[config.mk]
export PLATFORM = sky130hd
export DESIGN_NAME = pipe_hazard_ctrl_flat
export DESIGN_NICKNAME = d
export VERILOG_FILES = /design/src/rtl/pipe_hazard_if.sv /design/src/rtl/pipe_hazard_ctrl.sv /design/src/flat_wrapper.sv
export SDC_FILE = /design/constraint.sdc
export NUM_CORES = 1
export LEC_CHECK = 0
export CORE_MARGIN = 2
export CORE_UTILIZATION = 30
export CTS_CLUSTER_DIAMETER = 40
export DETAILED_ROUTE_END_ITERATION = 12
export PLACE_DENSITY = 0.57
export RECOVER_POWER = 25
export SKIP_CTS_REPAIR_TIMING = 1
export SLEW_MARGIN = 20
export SYNTH_ARGS = -nofsm -noshare
export SYNTH_HDL_FRONTEND = slang
export SYNTH_SLANG_ARGS = --single-unit
[constraint.sdc]
create_clock -name clk -period 12.2 [get_ports clk]
set_clock_uncertainty 0.15 [all_clocks]
set_input_delay 2.44 -clock clk [delete_from_list [all_inputs] [get_ports clk]]
set_output_delay 2.44 -clock clk [all_outputs]
set_load 0.03 [all_outputs]
[src/rtl/pipe_hazard_if.sv]
// Bundle between the pipeline datapath and the hazard controller.
// The master side is the datapath, which reports hazards. The slave side is the controller, which drives stall and bubble.
interface pipe_hazard_if #(
  parameter int NREG  = 4,
  parameter int CNT_W = 64
);
  logic             fetch_i_valid;
  logic [4:0]       decode_i_rs1;
  logic [4:0]       decode_i_rs2;
  logic             decode_i_use_rs1;
  logic             decode_i_use_rs2;
  logic [4:0]       regE_i_rd;
  logic             regE_i_is_load;
  logic             execute_i_need_jump;
  logic             execute_i_busy;
  logic             memory_i_busy;

  logic             pc_stall;
  logic [NREG-1:0]  reg_stall;
  logic [NREG-1:0]  reg_bubble;
  logic             jump_take;
  logic [NREG-1:0]  stage_valid;
  logic             commit;
  logic [CNT_W-1:0] perf_cycle;
  logic [CNT_W-1:0] perf_instret;
  logic [CNT_W-1:0] perf_stall;
  logic [CNT_W-1:0] perf_flush;
  logic             hang;

  modport master (
    output fetch_i_valid, decode_i_rs1, decode_i_rs2, decode_i_use_rs1, decode_i_use_rs2,
           regE_i_rd, regE_i_is_load, execute_i_need_jump, execute_i_busy, memory_i_busy,
    input  pc_stall, reg_stall, reg_bubble, jump_take, stage_valid, commit,
           perf_cycle, perf_instret, perf_stall, perf_flush, hang
  );

  modport slave (
    input  fetch_i_valid, decode_i_rs1, decode_i_rs2, decode_i_use_rs1, decode_i_use_rs2,
           regE_i_rd, regE_i_is_load, execute_i_need_jump, execute_i_busy, memory_i_busy,
    output pc_stall, reg_stall, reg_bubble, jump_take, stage_valid, commit,
           perf_cycle, perf_instret, perf_stall, perf_flush, hang
  );
endinterface

[src/rtl/pipe_hazard_ctrl.sv]
// Stall/bubble controller for the in-order pipeline. It tracks a valid bit per register and resolves hazards in priority order:
// memory busy, then execute busy, then jump, then load-use.
module pipe_hazard_ctrl #(
  parameter int NREG       = 4,
  parameter int EX_IDX     = 1,
  parameter int MEM_IDX    = 2,
  parameter int CNT_W      = 64,
  parameter int WDOG_LIMIT = 1024
) (
  input  logic         clk,
  input  logic         rst,
  pipe_hazard_if.slave hz
);
  localparam int WD_W = $clog2(WDOG_LIMIT + 1);
  localparam logic [WD_W-1:0]  WD_LIMIT = WD_W'(WDOG_LIMIT);
  localparam logic [WD_W-1:0]  WD_ONE   = WD_W'(1);
  localparam logic [CNT_W-1:0] CNT_ONE  = CNT_W'(1);
  // These masks select registers 0..EX_IDX or 0..MEM_IDX.
  localparam logic [NREG-1:0] EX_LOW  = {{(NREG-EX_IDX-1){1'b0}},  {(EX_IDX+1){1'b1}}};
  localparam logic [NREG-1:0] MEM_LOW = {{(NREG-MEM_IDX-1){1'b0}}, {(MEM_IDX+1){1'b1}}};

  typedef enum logic [2:0] {
    HZ_NONE,
    HZ_LOADUSE,
    HZ_JUMP,
    HZ_EXBUSY,
    HZ_MEMBUSY
  } hazard_e;

  hazard_e          hazard;
  logic             loadUse;
  logic             pcStall;
  logic             jumpTake;
  logic [NREG-1:0]  stallRaw;
  logic [NREG-1:0]  bubbleRaw;
  logic [NREG-1:0]  stallOut;
  logic [NREG-1:0]  validReg;
  logic [NREG-1:0]  validNext;
  logic [NREG-1:0]  validPrev;
  logic [CNT_W-1:0] perfCycleReg;
  logic [CNT_W-1:0] perfInstretReg;
  logic [CNT_W-1:0] perfStallReg;
  logic [CNT_W-1:0] perfFlushReg;
  logic [WD_W-1:0]  wdogReg;
  logic [WD_W-1:0]  wdogNext;
  logic             hangReg;

  assign loadUse = hz.regE_i_is_load && validReg[EX_IDX] && (hz.regE_i_rd != 5'd0) &&
                   ((hz.decode_i_use_rs1 && (hz.decode_i_rs1 == hz.regE_i_rd)) ||
                    (hz.decode_i_use_rs2 && (hz.decode_i_rs2 == hz.regE_i_rd)));

  always_comb begin
    hazard = HZ_NONE;
    if (hz.memory_i_busy)
      hazard = HZ_MEMBUSY;
    else if (hz.execute_i_busy)
      hazard = HZ_EXBUSY;
    else if (hz.execute_i_need_jump)
      hazard = HZ_JUMP;
    else if (loadUse)
      hazard = HZ_LOADUSE;
  end

  // A jump that arrives under busy is dropped here. It re-asserts from regE once the busy condition clears.
  always_comb begin
    stallRaw  = '0;
    bubbleRaw = '0;
    pcStall   = 1'b0;
    jumpTake  = 1'b0;
    if (rst) begin
      bubbleRaw = '1;
    end else begin
      case (hazard)
        HZ_MEMBUSY: begin
          pcStall               = 1'b1;
          stallRaw              = MEM_LOW;
          bubbleRaw[MEM_IDX+1]  = 1'b1;
        end
        HZ_EXBUSY: begin
          pcStall               = 1'b1;
          stallRaw              = EX_LOW;
          bubbleRaw[EX_IDX+1]   = 1'b1;
        end
        HZ_JUMP: begin
          jumpTake              = 1'b1;
          bubbleRaw             = EX_LOW;
        end
        HZ_LOADUSE: begin
          pcStall               = 1'b1;
          stallRaw[0]           = 1'b1;
          bubbleRaw[EX_IDX]     = 1'b1;
        end
        default: ;
      endcase
    end
  end

  assign stallOut = stallRaw & ~bubbleRaw;

  assign validPrev = {validReg[NREG-2:0], hz.fetch_i_valid};
  for (genvar gi = 0; gi < NREG; gi++) begin : g_valid
    assign validNext[gi] = bubbleRaw[gi] ? 1'b0 :
                           stallOut[gi]  ? validReg[gi] : validPrev[gi];
  end

  always_ff @(posedge clk or posedge rst) begin
    if (rst)
      validReg <= '0;
    else
      validReg <= validNext;
  end

  assign wdogNext = !pcStall ? '0 :
                    (wdogReg == WD_LIMIT) ? wdogReg : wdogReg + WD_ONE;

  always_ff @(posedge clk or posedge rst) begin
    if (rst) begin
      perfCycleReg   <= '0;
      perfInstretReg <= '0;
      perfStallReg   <= '0;
      perfFlushReg   <= '0;
      wdogReg        <= '0;
      hangReg        <= 1'b0;
    end else begin
      perfCycleReg <= perfCycleReg + CNT_ONE;
      if (validReg[NREG-1])
        perfInstretReg <= perfInstretReg + CNT_ONE;
      if (pcStall)
        perfStallReg <= perfStallReg + CNT_ONE;
      if (jumpTake)
        perfFlushReg <= perfFlushReg + CNT_ONE;
      wdogReg <= wdogNext;
      if (wdogNext == WD_LIMIT)
        hangReg <= 1'b1;
    end
  end

  assign hz.pc_stall     = pcStall;
  assign hz.reg_stall    = stallOut;
  assign hz.reg_bubble   = bubbleRaw;
  assign hz.jump_take    = jumpTake;
  assign hz.stage_valid  = validReg;
  assign hz.commit       = validReg[NREG-1];
  assign hz.perf_cycle   = perfCycleReg;
  assign hz.perf_instret = perfInstretReg;
  assign hz.perf_stall   = perfStallReg;
  assign hz.perf_flush   = perfFlushReg;
  assign hz.hang         = hangReg;
endmodule

[src/flat_wrapper.sv]
// flat-port wrapper written by rule: the top's interface ports become plain ports
module pipe_hazard_ctrl_flat 
#(
  parameter int NREG       = 4,
  parameter int EX_IDX     = 1,
  parameter int MEM_IDX    = 2,
  parameter int CNT_W      = 64,
  parameter int WDOG_LIMIT = 1024
)
  (clk, rst, hz_fetch_i_valid, hz_decode_i_rs1, hz_decode_i_rs2, hz_decode_i_use_rs1, hz_decode_i_use_rs2, hz_regE_i_rd, hz_regE_i_is_load, hz_execute_i_need_jump, hz_execute_i_busy, hz_memory_i_busy, hz_pc_stall, hz_reg_stall, hz_reg_bubble, hz_jump_take, hz_stage_valid, hz_commit, hz_perf_cycle, hz_perf_instret, hz_perf_stall, hz_perf_flush, hz_hang);
  pipe_hazard_if #(.NREG(NREG), .CNT_W(CNT_W)) hz_i ();
  input  logic clk;
  input  logic rst;
  input wire logic [$bits(hz_i.fetch_i_valid)-1:0] hz_fetch_i_valid;
  input wire logic [$bits(hz_i.decode_i_rs1)-1:0] hz_decode_i_rs1;
  input wire logic [$bits(hz_i.decode_i_rs2)-1:0] hz_decode_i_rs2;
  input wire logic [$bits(hz_i.decode_i_use_rs1)-1:0] hz_decode_i_use_rs1;
  input wire logic [$bits(hz_i.decode_i_use_rs2)-1:0] hz_decode_i_use_rs2;
  input wire logic [$bits(hz_i.regE_i_rd)-1:0] hz_regE_i_rd;
  input wire logic [$bits(hz_i.regE_i_is_load)-1:0] hz_regE_i_is_load;
  input wire logic [$bits(hz_i.execute_i_need_jump)-1:0] hz_execute_i_need_jump;
  input wire logic [$bits(hz_i.execute_i_busy)-1:0] hz_execute_i_busy;
  input wire logic [$bits(hz_i.memory_i_busy)-1:0] hz_memory_i_busy;
  output wire logic [$bits(hz_i.pc_stall)-1:0] hz_pc_stall;
  output wire logic [$bits(hz_i.reg_stall)-1:0] hz_reg_stall;
  output wire logic [$bits(hz_i.reg_bubble)-1:0] hz_reg_bubble;
  output wire logic [$bits(hz_i.jump_take)-1:0] hz_jump_take;
  output wire logic [$bits(hz_i.stage_valid)-1:0] hz_stage_valid;
  output wire logic [$bits(hz_i.commit)-1:0] hz_commit;
  output wire logic [$bits(hz_i.perf_cycle)-1:0] hz_perf_cycle;
  output wire logic [$bits(hz_i.perf_instret)-1:0] hz_perf_instret;
  output wire logic [$bits(hz_i.perf_stall)-1:0] hz_perf_stall;
  output wire logic [$bits(hz_i.perf_flush)-1:0] hz_perf_flush;
  output wire logic [$bits(hz_i.hang)-1:0] hz_hang;
  assign hz_i.fetch_i_valid = hz_fetch_i_valid;
  assign hz_i.decode_i_rs1 = hz_decode_i_rs1;
  assign hz_i.decode_i_rs2 = hz_decode_i_rs2;
  assign hz_i.decode_i_use_rs1 = hz_decode_i_use_rs1;
  assign hz_i.decode_i_use_rs2 = hz_decode_i_use_rs2;
  assign hz_i.regE_i_rd = hz_regE_i_rd;
  assign hz_i.regE_i_is_load = hz_regE_i_is_load;
  assign hz_i.execute_i_need_jump = hz_execute_i_need_jump;
  assign hz_i.execute_i_busy = hz_execute_i_busy;
  assign hz_i.memory_i_busy = hz_memory_i_busy;
  assign hz_pc_stall = hz_i.pc_stall;
  assign hz_reg_stall = hz_i.reg_stall;
  assign hz_reg_bubble = hz_i.reg_bubble;
  assign hz_jump_take = hz_i.jump_take;
  assign hz_stage_valid = hz_i.stage_valid;
  assign hz_commit = hz_i.commit;
  assign hz_perf_cycle = hz_i.perf_cycle;
  assign hz_perf_instret = hz_i.perf_instret;
  assign hz_perf_stall = hz_i.perf_stall;
  assign hz_perf_flush = hz_i.perf_flush;
  assign hz_hang = hz_i.hang;
  pipe_hazard_ctrl #(.NREG(NREG), .EX_IDX(EX_IDX), .MEM_IDX(MEM_IDX), .CNT_W(CNT_W), .WDOG_LIMIT(WDOG_LIMIT)) u_core (.clk(clk), .rst(rst), .hz(hz_i));
endmodule
==> results of run 1 <==
per-stage QoR:
stage               hold slack [ns]  power, mW  instance area, um2  util [%]  setup slack [ns]
detailed placement            0.312       1.23               16100      39.2              4.10
CTS                           0.324       2.72               17900      43.6              4.09
floorplan                     0.377       1.12               12600         -              1.08
finish                        0.310       2.68               17900      43.5              3.24
global route                  0.350       2.78               17900      43.5              2.74
global placement              0.309       1.23               16100      39.2              4.14
worst paths after layout:
kind                                           from                  endpoint  slack (ns)  cells past startpoint
setup / recovery                                rst               hz_pc_stall        3.24                      5
hold / removal             u_core.hz.perf_stall[63]  u_core.hz.perf_stall[63]        0.31                      1
setup reg to reg            u_core.hz.perf_cycle[0]  u_core.hz.perf_cycle[56]        8.49                      7
hold reg to reg            u_core.hz.perf_stall[63]  u_core.hz.perf_stall[63]        0.31                      1
max in group asynchronous                       rst  u_core.hz.perf_cycle[44]        6.90                      4
min in group asynchronous                       rst  u_core.hz.stage_valid[2]        2.86                      2
synth_stat cells (2+ instances only):
cell type  instances
nor2_1            81
or2_2              6
xor2_1           108
mux2_2             3
o21ai_0            2
nand2b_1           7
nor3_1            53
nor4_1            27
buf_2              2
nor3_2             2
and3_1            30
buf_4              2
nand3_2            2
and2_1             9
nand4_1           68
nor3b_1            3
and4_1            27
or3_1              3
nor2b_1            3
xnor2_1          163
clkbuf_1          20
a21oi_1            7
nor4b_1            4
nand3_1          102
dfrtp_1          272
inv_1             23
a31oi_1            2
nand2_1          119
ha_1               6
metal layers:
layer | part of all wire (%) | GRT usage, %
met5 | 0 | 0
met4 | 3.1 | 6.48
met3 | 6.4 | 4.31
met2 | 46 | 24.9
met1 | 45 | 21.1
cells by family after synthesis:
kind of cell | Yosys count | synth area share [%]
multiplexers | 3 | 0.269
buffers and inverters | 49 | 1.60
AND/OR/NAND/NOR | 556 | 23.6
flip-flops | 272 | 54.2
XOR/XNOR | 271 | 18.9
AO/OA/AOI/OAI | 17 | 0.847
other | 1 | 0.0299
adder cells (fa/ha/maj) | 6 | 0.598
power breakdown:
part	switching (mW)	total [mW]	internal (mW)
registers	0.0461	0.980	0.934
clock network	0.499	1.47	0.966
logic	0.144	0.231	0.0875
final cells by class:
cell class                 instances  area share [%]
multi-input combinational        854            31.0
inverter                          23           0.489
timing repair buffer             300            16.8
clock inverter                    32            2.45
clock buffer                      61            7.56
tap                              532            3.72
sequential                       272            38.0
worst max-delay path, stage by stage:
cell             delay [ns]
dlygate4sd3_1          0.76
clkinvlp_2             1.54
a31oi_4                0.92
inv_1                  0.08
clkdlybuf4s50_1        0.60
registers in the layout, indices dropped and copies added, names as in the netlist:
| name | count |
|---|---|
| u_core.hz.perf_cycle | 64 |
| u_core.hz.perf_instret | 64 |
| u_core.wdogReg | 11 |
| u_core.hz.perf_flush | 64 |
| u_core.hz.hang | 1 |
| u_core.hz.stage_valid | 4 |
| u_core.hz.perf_stall | 64 |
==> impl_metrics.env, run 1 <==
export IMPL_outcome="complete, but fails checks"
export IMPL_violations="capacitance limit, slew limit"
export IMPL_area_growth_pct=42.5
export IMPL_portBuffers=294
export IMPL_power_density_nw_per_um2=150
export IMPL_grt_pass1_vias=10000
export IMPL_p_leak_nw=7.60
export IMPL_fp_dieW_um=209
export IMPL_mostFrequentLayoutCell="dfrtp_1"
export IMPL_syn_num_nets=1205
export IMPL_num_vias=9880
export IMPL_syn_area_per_cell_um2=10.7
export IMPL_maxSlewViolCount=40
export IMPL_layout_min_cycle_time_ns=8.96
export IMPL_async_flop_share_pct=100
export IMPL_hold_viol=0
export IMPL_clkTransAtPathRegs_ns=0.05
export IMPL_drv_cap=1
export IMPL_fill_cells=3936
export IMPL_placed_cells=1981
export IMPL_synth_cell_types=48
export IMPL_seqCellArea_um2=6810
export IMPL_drive_gt1_share_pct=7.33
export IMPL_rows=74
export IMPL_dp_hpwl_mm=24.4
export IMPL_synthCells=1175
export IMPL_yosys_area_top_type="dfrtp_1"
export IMPL_synth_top_area_share_pct=54.2
export IMPL_place_gp_congestion=0.826
export IMPL_layout_common_cells="272 x dfrtp_1, 266 x clkdlybuf4s50_1, 163 x xnor2_1, 119 x nand2_1, 108 x xor2_1"
export IMPL_cts_htree_levels=2
export IMPL_ant_nets=0
export IMPL_setup_viol=0
export IMPL_drcViolationCount=0
export IMPL_vias_per_cell=4.76
export IMPL_slew_headroom_pct=-26.6
export IMPL_die_area_um2=43500
export IMPL_clk_latency_ns=0.58
export IMPL_worst_hold_path_type="flip-flop to flip-flop"
export IMPL_die_h_um=209
export IMPL_finalNetCount=1532
export IMPL_peakVddDrop_mv=0.116
export IMPL_timing_setup_tns_ns=0
export IMPL_synth_warnings=0
export IMPL_drtPass1Iterations=4
export IMPL_synth_edf_count=0
export IMPL_ys_top_cells_by_area="dfrtp_1 54%, xnor2_1 11%, xor2_1 7.5%"
export IMPL_overflow=0
export IMPL_worst_pin_slew_ns=1.89
export IMPL_cts_root_buf="clkbuf_16"
export IMPL_boundaryPins=296
export IMPL_antenna_cells=0
export IMPL_fin_crit_sh_pct=73.4
export IMPL_cp_data_arrival_time_ns=6.37
export IMPL_worstSetupStartpointType="primary input"
export IMPL_fmax_mhz=112
export IMPL_core_area_um2=41100
export IMPL_synthFlopType="dfrtp_1"
export IMPL_synth_seq_area_share_pct=54.2
export IMPL_cts_buffer_depth=3
export IMPL_wl_per_cell_um=16.7
export IMPL_crit_type="primary input to output port"
export IMPL_rsz0062_at_grt="false"
export IMPL_clock_sinks=272
export IMPL_grt_pass1_wl_mm=56.4
export IMPL_gr_usage_all_layers_pct=16.0
export IMPL_antenna_found_initial=0
export IMPL_multiInputGateArea_um2=5550
export IMPL_crit_required_ns=9.61
export IMPL_fin_cells=2074
export IMPL_cp_max_fo=40
export IMPL_numCtsBuffers=51
export IMPL_cts_tree="built"
export IMPL_syn_cell_area_um2=12600
export IMPL_routed_wirelength_mm=34.6
export IMPL_initial_utilization_pct=30.6
export IMPL_drt_iter0_markers=545
export IMPL_crit_path_end_kind="output port"
export IMPL_yosys_register_bits=272
export IMPL_grt_max_degree=159
No activity file was read; power rests on OpenSTA's default activity.
==> inputs of run 2 (changes only) <==
PLACE_DENSITY = 0.55   (was 0.57)
clock period = 8.3 ns   (was 12.2 ns; I/O delays follow)
==> impl_metrics.env, run 2 (synthesis gave the netlist of run 1 again) <==
export IMPL_hold_viol=0
export IMPL_worst_pin_slew_ns=3.01
export IMPL_ant_nets=0
export IMPL_setup_viol=0
export IMPL_mostFrequentLayoutCell="clkdlybuf4s50_1"
export IMPL_power_density_nw_per_um2=227
export IMPL_worst_hold_path_type="flip-flop to flip-flop"
export IMPL_grtUsageMet2_pct=25.2
export IMPL_slew_headroom_pct=-100
export IMPL_area_growth_pct=43.8
export IMPL_cts_tree="built"
export IMPL_rows=74
export IMPL_dp_hpwl_mm=25.1
export IMPL_cp_data_arrival_time_ns=5.03
export IMPL_cts_htree_levels=2
export IMPL_grt_pass1_wl_mm=57.9
export IMPL_drive_gt1_share_pct=8.01
export IMPL_crit_path_end_kind="output port"
export IMPL_clock_sinks=272
export IMPL_num_vias=9918
export IMPL_initial_utilization_pct=30.6
export IMPL_cp_max_fo=23
export IMPL_boundaryPins=296
export IMPL_die_area_um2=43500
export IMPL_drt_iter0_markers=495
export IMPL_grt_max_degree=72
export IMPL_fill_cells=3940
export IMPL_gr_usage_all_layers_pct=16.5
export IMPL_peakVddDrop_mv=0.183
export IMPL_layout_common_cells="291 x clkdlybuf4s50_1, 272 x dfrtp_1, 163 x xnor2_1, 119 x nand2_1, 108 x xor2_1"
export IMPL_cts_root_buf="clkbuf_16"
export IMPL_fmax_mhz=146
export IMPL_wl_per_cell_um=17.0
export IMPL_worstSetupStartpointType="primary input"
export IMPL_layout_min_cycle_time_ns=6.84
export IMPL_fp_dieW_um=209
export IMPL_finalNetCount=1535
export IMPL_use_met1_pct=22.2
export IMPL_grt_pass1_vias=10000
export IMPL_rsz0062_at_grt="false"
export IMPL_numCtsBuffers=53
export IMPL_cts_buffer_depth=3
export IMPL_overflow=0
export IMPL_power_mw=4.10
export IMPL_p_leak_nw=7.63
export IMPL_crit_type="primary input to output port"
export IMPL_final_cell_area_um2=18100
export IMPL_place_gp_congestion=0.828
export IMPL_outcome="complete, but fails checks"
export IMPL_core_area_um2=41100
export IMPL_die_h_um=209
export IMPL_rr_worst_depth=7
export IMPL_top_usage_layer="met2"
export IMPL_clkTransAtPathRegs_ns=0.05
export IMPL_drcViolationCount=0
export IMPL_antenna_found_initial=0
export IMPL_drv_cap=1
export IMPL_holdPathStages=1
export IMPL_fin_crit_sh_pct=82.4
export IMPL_crit_required_ns=6.49
export IMPL_gr_usage_met3_pct=5.09
export IMPL_vias_per_cell=4.77
export IMPL_placed_area_um2=16100
export IMPL_drtPass1Iterations=7
export IMPL_portBuffers=294
export IMPL_antenna_cells=0
export IMPL_clk_latency_ns=0.58
export IMPL_maxSlewViolCount=54
export IMPL_violations="capacitance limit, slew limit"
export IMPL_routed_wirelength_mm=35.4
## run 2: changes by cell type in the layout (fill, tap and decap cells not counted), sizes merged
| cell | change |
|---|---|
| dlygate4sd3 | -25 |
| bufinv | +2 |
| inv | -1 |
| clkinvlp | -5 |
| clkdlybuf4s50 | +25 |
| buf | +1 |
| clkbuf | +8 |
| clkinv | +2 |
## run 2: metal layers
metal | vias to the layer above | wire [um]
met3 | 48 | 2260
met2 | 264 | 16000
met4 | 0 | 717
li1 | 4744 | -
met5 | - | 0
met1 | 4862 | 16400
## run 2: critical path, stage by stage
cell and delay [ns]:
dlygate4sd3_1 0.88, clkinvlp_2 1.07, a31oi_4 0.79, inv_6 0.01, clkdlybuf4s50_1 0.59
## run 2: worst paths after layout
kind                                               from                       end  slack (ns)
worst min register to register           u_core.hz.hang            u_core.hz.hang        0.32
worst max-delay path                                rst           hz_reg_stall[0]        1.46
max in group asynchronous                           rst  u_core.hz.perf_flush[18]        2.72
worst min-delay path                     u_core.hz.hang            u_core.hz.hang        0.32
min in group asynchronous                           rst  u_core.hz.perf_flush[50]        1.93
worst max register to register  u_core.hz.perf_cycle[0]  u_core.hz.perf_cycle[56]        4.61
## run 2: area by class of cell
class	instances	area, um2	area share (%)
multi-input combinational	854	5560	30.8
timing repair buffer	301	2990	16.6
inverter	23	97.6	0.540
clock buffer	69	1500	8.29
tap	532	666	3.69
sequential	272	6810	37.7
clock inverter	30	444	2.46
## run 2: per-stage QoR
stage / worst slack [ns] / hold slack, ns / cells / utilization [%] / setup TNS [ns]
after global routing: 1.20 / 0.337 / 2081 / 43.9 / 0
after floorplan: -0.854 / 0.377 / 1175 / - / -3.46
after CTS: 1.94 / 0.323 / 2081 / 44.0 / 0
after global placement: 1.99 / 0.309 / 1982 / 39.3 / 0
final: 1.46 / 0.321 / 2081 / 43.9 / 0
after detailed placement: 1.94 / 0.308 / 1982 / 39.3 / 0
## run 2: report_power, final
part           total (mW)  internal [mW]  switching [mW]
Combinational       0.346          0.132           0.215
Sequential           1.44           1.37          0.0670
Clock                2.32           1.58           0.737
Total                4.10           3.08            1.02
==> inputs of run 3 (changes only) <==
clock period = 6.8 ns   (was 8.3 ns; I/O delays follow)
==> impl_metrics.env, run 3 (synthesis gave the netlist of run 1 again) <==
export IMPL_ant_nets=0
export IMPL_drcViolationCount=0
export IMPL_swShare_pct=25.7
export IMPL_fin_crit_sh_pct=86.0
export IMPL_timing_setup_tns_ns=0
export IMPL_clock_sinks=272
export IMPL_worst_hold_path_type="flip-flop to flip-flop"
export IMPL_grtUsageMet2_pct=25.6
export IMPL_use_met1_pct=21.6
export IMPL_grt_max_degree=68
export IMPL_fmax_mhz=171
export IMPL_total_switching_power_mw=1.24
export IMPL_die_area_um2=43500
export IMPL_worstSetupStartpointType="primary input"
export IMPL_overflow=0
export IMPL_drv_cap=0
export IMPL_drt_iter0_markers=536
export IMPL_cts_buffer_depth=3
export IMPL_hold_viol=0
export IMPL_antenna_cells=0
export IMPL_boundaryPins=296
export IMPL_numCtsBuffers=53
export IMPL_grt_pass1_wl_mm=57.4
export IMPL_drtPass1Iterations=4
export IMPL_worst_pin_slew_ns=1.33
export IMPL_finalNetCount=1536
export IMPL_combPwrFrac_pct=8.6
export IMPL_peakVddDrop_mv=0.269
export IMPL_fill_cells=3950
export IMPL_final_cell_area_um2=18000
export IMPL_outcome="finished clean"
export IMPL_placed_cells=1983
export IMPL_mostFrequentLayoutCell="clkdlybuf4s50_1"
export IMPL_power_internal_mw=3.59
export IMPL_rsz0062_at_grt="false"
export IMPL_p_leak_nw=7.58
export IMPL_num_vias=9886
export IMPL_grt_pass1_vias=10000
export IMPL_layout_min_cycle_time_ns=5.85
export IMPL_clk_latency_ns=0.57
export IMPL_worst_slack_ns=0.949
export IMPL_cp_data_arrival_time_ns=4.34
export IMPL_seqPwrFrac_pct=36.3
export IMPL_place_gp_congestion=0.839
export IMPL_cts_tree="built"
export IMPL_rows=74
export IMPL_portBuffers=294
export IMPL_routed_wirelength_mm=35.0
export IMPL_timing_hold_ws_ns=0.315
export IMPL_clkTransAtPathRegs_ns=0.05
export IMPL_cts_htree_levels=2
export IMPL_gr_usage_met3_pct=4.85
export IMPL_top_usage_layer="met2"
export IMPL_power_mw=4.84
export IMPL_vias_per_cell=4.75
export IMPL_setup_viol=0
export IMPL_power_density_nw_per_um2=269
export IMPL_maxSlewViolCount=0
export IMPL_cp_max_fo=29
export IMPL_area_growth_pct=43.2
export IMPL_crit_required_ns=5.29
export IMPL_drive_gt1_share_pct=7.94
export IMPL_dpl_worst_slack_ns=1.36
export IMPL_fp_dieW_um=209
export IMPL_cts_root_buf="clkbuf_16"
export IMPL_dp_hpwl_mm=25.2
export IMPL_fin_util_pct=43.7
export IMPL_crit_path_end_kind="output port"
export IMPL_core_area_um2=41100
export IMPL_layout_common_cells="292 x clkdlybuf4s50_1, 272 x dfrtp_1, 163 x xnor2_1, 119 x nand2_1, 108 x xor2_1"
export IMPL_slew_headroom_pct=9.80
export IMPL_placed_area_um2=16200
export IMPL_crit_type="primary input to output port"
export IMPL_initial_utilization_pct=30.6
export IMPL_antenna_found_initial=0
export IMPL_gr_usage_all_layers_pct=16.3
export IMPL_fin_cells=2082
export IMPL_die_h_um=209
export IMPL_wl_per_cell_um=16.8
export IMPL_pwr_share_clk_pct=55.0
-- run 3: cell types whose count changed in the layout (fill, tap and decap cells not counted), moves of 2 or more --
cell | previous run | this run
bufinv_16 | 10 | 6
clkinvlp_4 | 4 | 8
clkbuf_8 | 9 | 6
clkinv_4 | 3 | 6
clkinv_2 | 9 | 7
-- run 3: worst max-delay path, cell delays in order --
cell	delay [ns]
clkdlybuf4s50_1	0.45
clkbuf_1	0.48
clkinvlp_4	0.77
nand2_1	0.34
a21oi_2	0.07
nor2_4	0.13
clkdlybuf4s50_1	0.72
-- run 3: layout make-up --
class                      instances  area (um2)  share of cell area, %
timing repair buffer             302        3000                   16.7
sequential                       272        6810                   37.9
multi-input combinational        854        5560                   30.9
tap                              532         666                   3.70
clock buffer                      67        1460                   8.12
clock inverter                    32         392                   2.18
inverter                          23         100                  0.557
-- run 3: power groups by stage --
stage / Sequential (mW) / Combinational [mW] / Clock, mW
CTS: 1.76 / 0.431 / 2.73
global route: 1.77 / 0.454 / 2.82
detailed placement: 1.78 / 0.428 / 0
global placement: 1.78 / 0.426 / 0
finish: 1.76 / 0.418 / 2.66
floorplan: 1.87 / 0.142 / 0
-- run 3: path summary, 6_finish.rpt --
check,startpoint,endpoint,slack [ns],cells past startpoint
max,rst,hz_reg_bubble[1],0.95,7
min,u_core.hz.perf_instret[63],u_core.hz.perf_instret[63],0.31,1
max reg2reg,u_core.hz.perf_cycle[0],u_core.hz.perf_cycle[56],3.24,7
min reg2reg,u_core.hz.perf_instret[63],u_core.hz.perf_instret[63],0.31,1
max in group asynchronous,rst,u_core.hz.perf_cycle[31],2.93,5
min in group asynchronous,rst,u_core.hz.perf_flush[61],1.44,3
-- run 3: metal layers --
layer | vias up | share of wire, %
li1 | 4751 | -
met1 | 4842 | 44
met2 | 243 | 47
met3 | 50 | 6.8
met4 | 0 | 1.8
met5 | - | 0
